File: config.mk
export PLATFORM = sky130hd
export DESIGN_NAME = mem_port_arbiter
export DESIGN_NICKNAME = d
export VERILOG_FILES = /design/src/rtl/mem_port_arbiter.sv
export SDC_FILE = /design/constraint.sdc
export NUM_CORES = 1
export LEC_CHECK = 0
export CAP_MARGIN = 0
export CORE_ASPECT_RATIO = 0.7
export CORE_MARGIN = 1.5
export CORE_UTILIZATION = 26
export CTS_CLUSTER_DIAMETER = 200
export DETAILED_ROUTE_END_ITERATION = 6
export SLEW_MARGIN = 20
export SYNTH_ARGS = -nofsm -noshare
export SYNTH_HDL_FRONTEND = slang
export SYNTH_SLANG_ARGS = --single-unit
File: constraint.sdc
create_clock -name clk -period 5.3 [get_ports clk]
set_clock_uncertainty 0.2 [all_clocks]
set_input_delay 1.06 -clock clk [delete_from_list [all_inputs] [get_ports clk]]
set_output_delay 1.06 -clock clk [all_outputs]
set_load 0.005 [all_outputs]
File: src/rtl/mem_port_arbiter.sv
// N-port round-robin arbiter with bounded same-port bursts in front of one single-transaction memory backend.
// Define MEM_ARB_PRIORITY_EN to give port 0 unconditional priority in IDLE.
module mem_port_arbiter #(
    parameter int NUM_PORTS = 4,
    parameter int ADDR_W    = 23,
    parameter int DATA_W    = 16,
    parameter int MAX_BURST = 4
) (
    input  logic                          clk,
    input  logic                          rst,
    input  logic [NUM_PORTS-1:0]          req_valid,
    input  logic [NUM_PORTS-1:0]          req_rw,
    input  logic [NUM_PORTS*ADDR_W-1:0]   req_addr,
    input  logic [NUM_PORTS*DATA_W-1:0]   req_wdata,
    output logic [NUM_PORTS-1:0]          req_ready,
    output logic [NUM_PORTS-1:0]          rsp_valid,
    output logic [DATA_W-1:0]             rsp_rdata,
    output logic                          mem_as,
    output logic                          mem_rw,
    output logic [ADDR_W-1:0]             mem_addr,
    output logic [DATA_W-1:0]             mem_wdata,
    input  logic [DATA_W-1:0]             mem_rdata,
    input  logic                          mem_done
);

    localparam int PW = (NUM_PORTS > 1) ? $clog2(NUM_PORTS) : 1;
    localparam int BW = (MAX_BURST > 1) ? $clog2(MAX_BURST) : 1;

    typedef enum logic [1:0] {
        S_IDLE = 2'd0,
        S_BUSY = 2'd1,
        S_RESP = 2'd2
    } state_t;

    state_t                 r_state;
    logic [PW-1:0]          r_rr_ptr;
    logic [BW-1:0]          r_burst_cnt;
    logic [PW-1:0]          r_owner;
    logic                   r_last_own;
    logic [PW-1:0]          r_gnt;
    logic                   r_mem_as;
    logic                   r_mem_rw;
    logic [ADDR_W-1:0]      r_mem_addr;
    logic [DATA_W-1:0]      r_mem_wdata;
    logic [NUM_PORTS-1:0]   r_rsp_valid;
    logic [DATA_W-1:0]      r_rsp_rdata;

    logic                   w_any;
    logic                   w_prio;
    logic                   w_burst_hit;
    logic                   w_accept;
    logic [PW-1:0]          w_rr_gnt;
    logic [PW-1:0]          w_gnt;
    logic [PW-1:0]          w_gnt_next;

    // First requester at or after ptr, wrapping; lowest offset wins.
    function automatic logic [PW-1:0] rr_pick(input logic [NUM_PORTS-1:0] v,
                                              input logic [PW-1:0] ptr);
        logic [PW-1:0] pick;
        int            idx;
        pick = ptr;
        for (int i = NUM_PORTS - 1; i >= 0; i--) begin
            idx = (int'(ptr) + i) % NUM_PORTS;
            if (v[idx]) pick = PW'(idx);
        end
        return pick;
    endfunction

    always_comb begin
        w_any       = |req_valid;
`ifdef MEM_ARB_PRIORITY_EN
        w_prio      = req_valid[0];
`else
        w_prio      = 1'b0;
`endif
        w_burst_hit = r_last_own && req_valid[r_owner] && (int'(r_burst_cnt) < MAX_BURST - 1);
        w_rr_gnt    = rr_pick(req_valid, r_rr_ptr);
        if (w_prio)
            w_gnt = '0;
        else if (w_burst_hit)
            w_gnt = r_owner;
        else
            w_gnt = w_rr_gnt;
        w_gnt_next  = (int'(w_gnt) == NUM_PORTS - 1) ? '0 : w_gnt + PW'(1);
        w_accept    = (r_state == S_IDLE) && w_any && !rst;
        req_ready   = w_accept ? (NUM_PORTS'(1) << w_gnt) : '0;
    end

    always_ff @(posedge clk) begin
        if (rst) begin
            r_state     <= S_IDLE;
            r_rr_ptr    <= '0;
            r_burst_cnt <= '0;
            r_owner     <= '0;
            r_last_own  <= 1'b0;
            r_gnt       <= '0;
            r_mem_as    <= 1'b0;
            r_mem_rw    <= 1'b0;
            r_mem_addr  <= '0;
            r_mem_wdata <= '0;
            r_rsp_valid <= '0;
            r_rsp_rdata <= '0;
        end else begin
            case (r_state)
                S_IDLE: begin
                    if (w_any) begin
                        r_gnt       <= w_gnt;
                        r_mem_as    <= 1'b1;
                        r_mem_rw    <= req_rw[w_gnt];
                        r_mem_addr  <= req_addr[int'(w_gnt)*ADDR_W +: ADDR_W];
                        r_mem_wdata <= req_wdata[int'(w_gnt)*DATA_W +: DATA_W];
                        r_state     <= S_BUSY;
                        // A priority grant breaks the owner's streak without touching RR state.
                        if (w_prio) begin
                            r_last_own <= 1'b0;
                        end else begin
                            r_burst_cnt <= w_burst_hit ? r_burst_cnt + BW'(1) : '0;
                            r_owner     <= w_gnt;
                            r_last_own  <= 1'b1;
                            r_rr_ptr    <= w_gnt_next;
                        end
                    end
                end
                S_BUSY: begin
                    if (mem_done) begin
                        r_mem_as    <= 1'b0;
                        r_rsp_valid <= NUM_PORTS'(1) << r_gnt;
                        r_rsp_rdata <= r_mem_rw ? '0 : mem_rdata;
                        r_state     <= S_RESP;
                    end
                end
                S_RESP: begin
                    r_rsp_valid <= '0;
                    r_rsp_rdata <= '0;
                    r_state     <= S_IDLE;
                end
                default: r_state <= S_IDLE;
            endcase
        end
    end

    assign rsp_valid = r_rsp_valid;
    assign rsp_rdata = r_rsp_rdata;
    assign mem_as    = r_mem_as;
    assign mem_rw    = r_mem_rw;
    assign mem_addr  = r_mem_addr;
    assign mem_wdata = r_mem_wdata;

endmodule

==> results of run 1 <==
==> synthesized netlist by cell type, types with 3 or more instances <==
cell type,number,share of area
a211o_1,3,0.0068
a21oi_1,23,0.030
buf_12,5,0.026
buf_2,5,0.0065
bufbuf_8,3,0.015
clkbuf_1,18,0.018
dfxtp_1,70,0.36
mux2i_1,83,0.22
nand2_1,25,0.024
nand2b_1,3,0.0049
nand3_1,17,0.022
nand3b_1,42,0.082
nor2_1,18,0.018
nor2b_1,4,0.0065
nor3_1,3,0.0039
nor4_1,3,0.0049
o221ai_1,40,0.091
==> power breakdown <==
| group | internal, W | switching (W) | total, W |
|---|---|---|---|
| registers | 0.000607 | 0.0000547 | 0.000662 |
| clock network | 0.000390 | 0.000226 | 0.000615 |
| logic | 0.000412 | 0.000295 | 0.000707 |
==> area by class of cell <==
type                    count  area (µm²)  area share
flip-flops and latches     70        1401      0.2111
clock inverters             3       42.54    0.006409
well taps                 195       244.0     0.03676
multi-input cells         287        2173      0.3274
inverters                   3       11.26    0.001697
clock buffers              13       260.3     0.03921
repair buffers            252        2505      0.3774
==> cell families after synthesis <==
logic type,after synthesis,synth area share
AO/OA/AOI/OAI,78,0.1559
multiplexers,83,0.2152
buffers and inverters,38,0.07617
AND/OR/NAND/NOR,124,0.1831
adder cells (fa/ha/maj),2,0.006482
flip-flops,70,0.3630
==> worst paths after layout <==
kind / endpoint / slack, ns
setup reg to reg: mem_addr[7]$_SDFFE_PP0N_ / 2.27
setup / recovery: req_ready[2] / 0.61
hold / removal: rsp_rdata[10]$_SDFFE_PP0P_ / 0.25
hold reg to reg: rsp_rdata[10]$_SDFFE_PP0P_ / 0.25
==> worst max-delay path, delay by kind of cell <==
kind	cells	cell delay (ns)
buffers and inverters	2	0.93
and+or+nand+nor	4	1.43
==> layer usage <==
metal  share of wire  vias to the layer above  track usage
met5               0                        -            0
met4           0.011                        0      0.04173
met3           0.093                       14      0.05546
met2            0.46                      175       0.2787
met1            0.44                     1837       0.2115
li1                -                     1951            -
==> state kept, by name, summed over array words and instances (netlist names) <==
| signal | count |
|---|---|
| r_rr_ptr | 2 |
| mem_addr | 23 |
| mem_wdata | 16 |
| rsp_valid | 4 |
| rsp_rdata | 16 |
| r_last_own | 1 |
| mem_rw | 1 |
| r_burst_cnt | 2 |
| r_state | 2 |
| mem_as | 1 |
| r_gnt | 2 |
==> through the flow <==
stage | instances | utilization | setup WS [ns]
finish | 823 | 0.4552 | 0.6101
global route | 823 | 0.4552 | 0.3995
CTS | 823 | 0.4550 | 0.6486
detailed placement | 807 | 0.4342 | 0.6537
global placement | 807 | 0.4342 | 0.7101
floorplan | 395 | - | 1.746
==> cell usage in the layout, fill, tap and decap left out, drive strengths merged, types with 2 or more instances in the layout <==
cell / synthesis / final
a211o: 3 / 3
a21oi: 23 / 23
a22oi: 2 / 2
and2: 3 / 3
buf: 14 / 6
clkbuf: 18 / 13
clkdlybuf4s50: 0 / 246
dfxtp: 70 / 70
ha: 2 / 2
inv: 3 / 3
mux2i: 83 / 83
nand2: 25 / 25
nand2b: 3 / 3
nand3: 17 / 17
nand3b: 42 / 42
nor2: 18 / 18
nor2b: 4 / 4
nor3: 3 / 3
nor4: 4 / 4
o21ai: 2 / 2
o221ai: 40 / 40
==> impl_metrics.json, run 1 <==
{
  "crit_start": "req_valid[3]",
  "cts_setup_buffers": 0,
  "die_y_um": 104.9,
  "clk_path_buf_depth": 2,
  "core-area_um2": 14580,
  "area_growth_pct": 71.96,
  "whs_path_depth": 2,
  "antenna_left": 0,
  "holdBufCountCts": 0,
  "path_common_cell": "clkdlybuf4s50_1",
  "timing.hold.ws_ns": 0.2538,
  "p_leak_nw": 2.651,
  "routedWlPerCell_um": 16.37,
  "grt_pass1_wl_mm": 20.91,
  "cts_buffers": 9,
  "drive_above_1_share": 0.04459,
  "fin_area_um2": 6638,
  "worstPathRequired_ns": 4.04,
  "htreeDepth": 3,
  "maxCapViolCount": 0,
  "dp_hpwl_mm": 10.22,
  "crit_chain": "clkdlybuf4s50_1, nor4_1, or3_2, nor2_1, and3_1, clkdlybuf4s50_1",
  "cts_resized": 0,
  "rsz0062_at_grt": "no",
  "insertedDiodeCount": 0,
  "yosysWarningCount": 0,
  "hold_class": "register to register",
  "synth_seq_area_share": 0.3630,
  "initial_core_util": 0.2647,
  "grt_usage": 0.1690,
  "nets": 808,
  "cts_tree": "built",
  "antenna_found_initial": 0,
  "r2r_cells": 7,
  "wl_mm": 13.47,
  "avgViaCountPerCell": 4.832,
  "clk_pin_slew_ns": 0.06,
  "vdd_drop_max_uv": 152.6,
  "worst_setup_path_end_kind": "output port",
  "final_hold_viol_count": 0,
  "drcViolationCount": 0,
  "critical_path_arrival_ns": 3.43,
  "worst_pin_slew_ns": 0.9381,
  "overflow": 0,
  "num_rows": 37,
  "synth.distinct_cells": 42,
  "grt_max_degree": 55,
  "cp_slowest_cell": "nor4_1",
  "syn_inst": 395,
  "max_freq_ghz": 0.2132,
  "rr_startpoint": "r_burst_cnt[0]$_SDFFE_PP0N_",
  "clk_latency_ns": 0.33,
  "syn_nets": 580,
  "min_period_over_period": 0.8849,
  "crit_type": "input pin to output port",
  "max_slew_margin": 0.3739,
  "cp_slowest_stage_delay_ns": 0.63,
  "syn_area_um2": 3860,
  "fp.dieW_um": 148.6,
  "period_needed_ns": 4.690,
  "synthArstFlopShare": 0,
  "power_w": 0.001985,
  "cts.sinks": 70,
  "synth_seq_cells": 70,
  "critPathLaunchType": "input pin",
  "grt_pass1_vias": 4023,
  "ios": 248,
  "path_max_fanout": 19,
  "drv_slew": 0,
  "placed_cell_area_um2": 6332,
  "finalSetupViolCount": 0,
  "nFillCells": 1386,
  "outcome": "finished clean",
  "first_iter_violations": 183,
  "powerDensity_nw_per_um2": 299.0,
  "drtPass1Iterations": 4,
  "hold_start": "rsp_rdata[10]$_SDFFE_PP0P_",
  "vias": 3977,
  "yosys_most_used_dff": "dfxtp_1",
  "fin_tns_setup_ns": 0,
  "gp_congestion": 0.8029,
  "cts_root_buf": "clkbuf_16",
  "dieArea_um2": 15600,
  "io_buffers": 247,
  "synth_edf_count": 0,
  "avgSynthCellArea_um2": 9.772
}
Power figures use the tool's default switching activity.
==> run 2, diff against run 1 <==
--- a/config.mk
+++ b/config.mk
@@ -11,6 +11,7 @@
 export CORE_UTILIZATION = 26
 export CTS_CLUSTER_DIAMETER = 200
 export DETAILED_ROUTE_END_ITERATION = 6
+export GPL_TIMING_DRIVEN = 1
 export SLEW_MARGIN = 20
 export SYNTH_ARGS = -nofsm -noshare
 export SYNTH_HDL_FRONTEND = slang
==> results of run 2 <==
Final layout, timing and power as in run 1 (identical DEF).
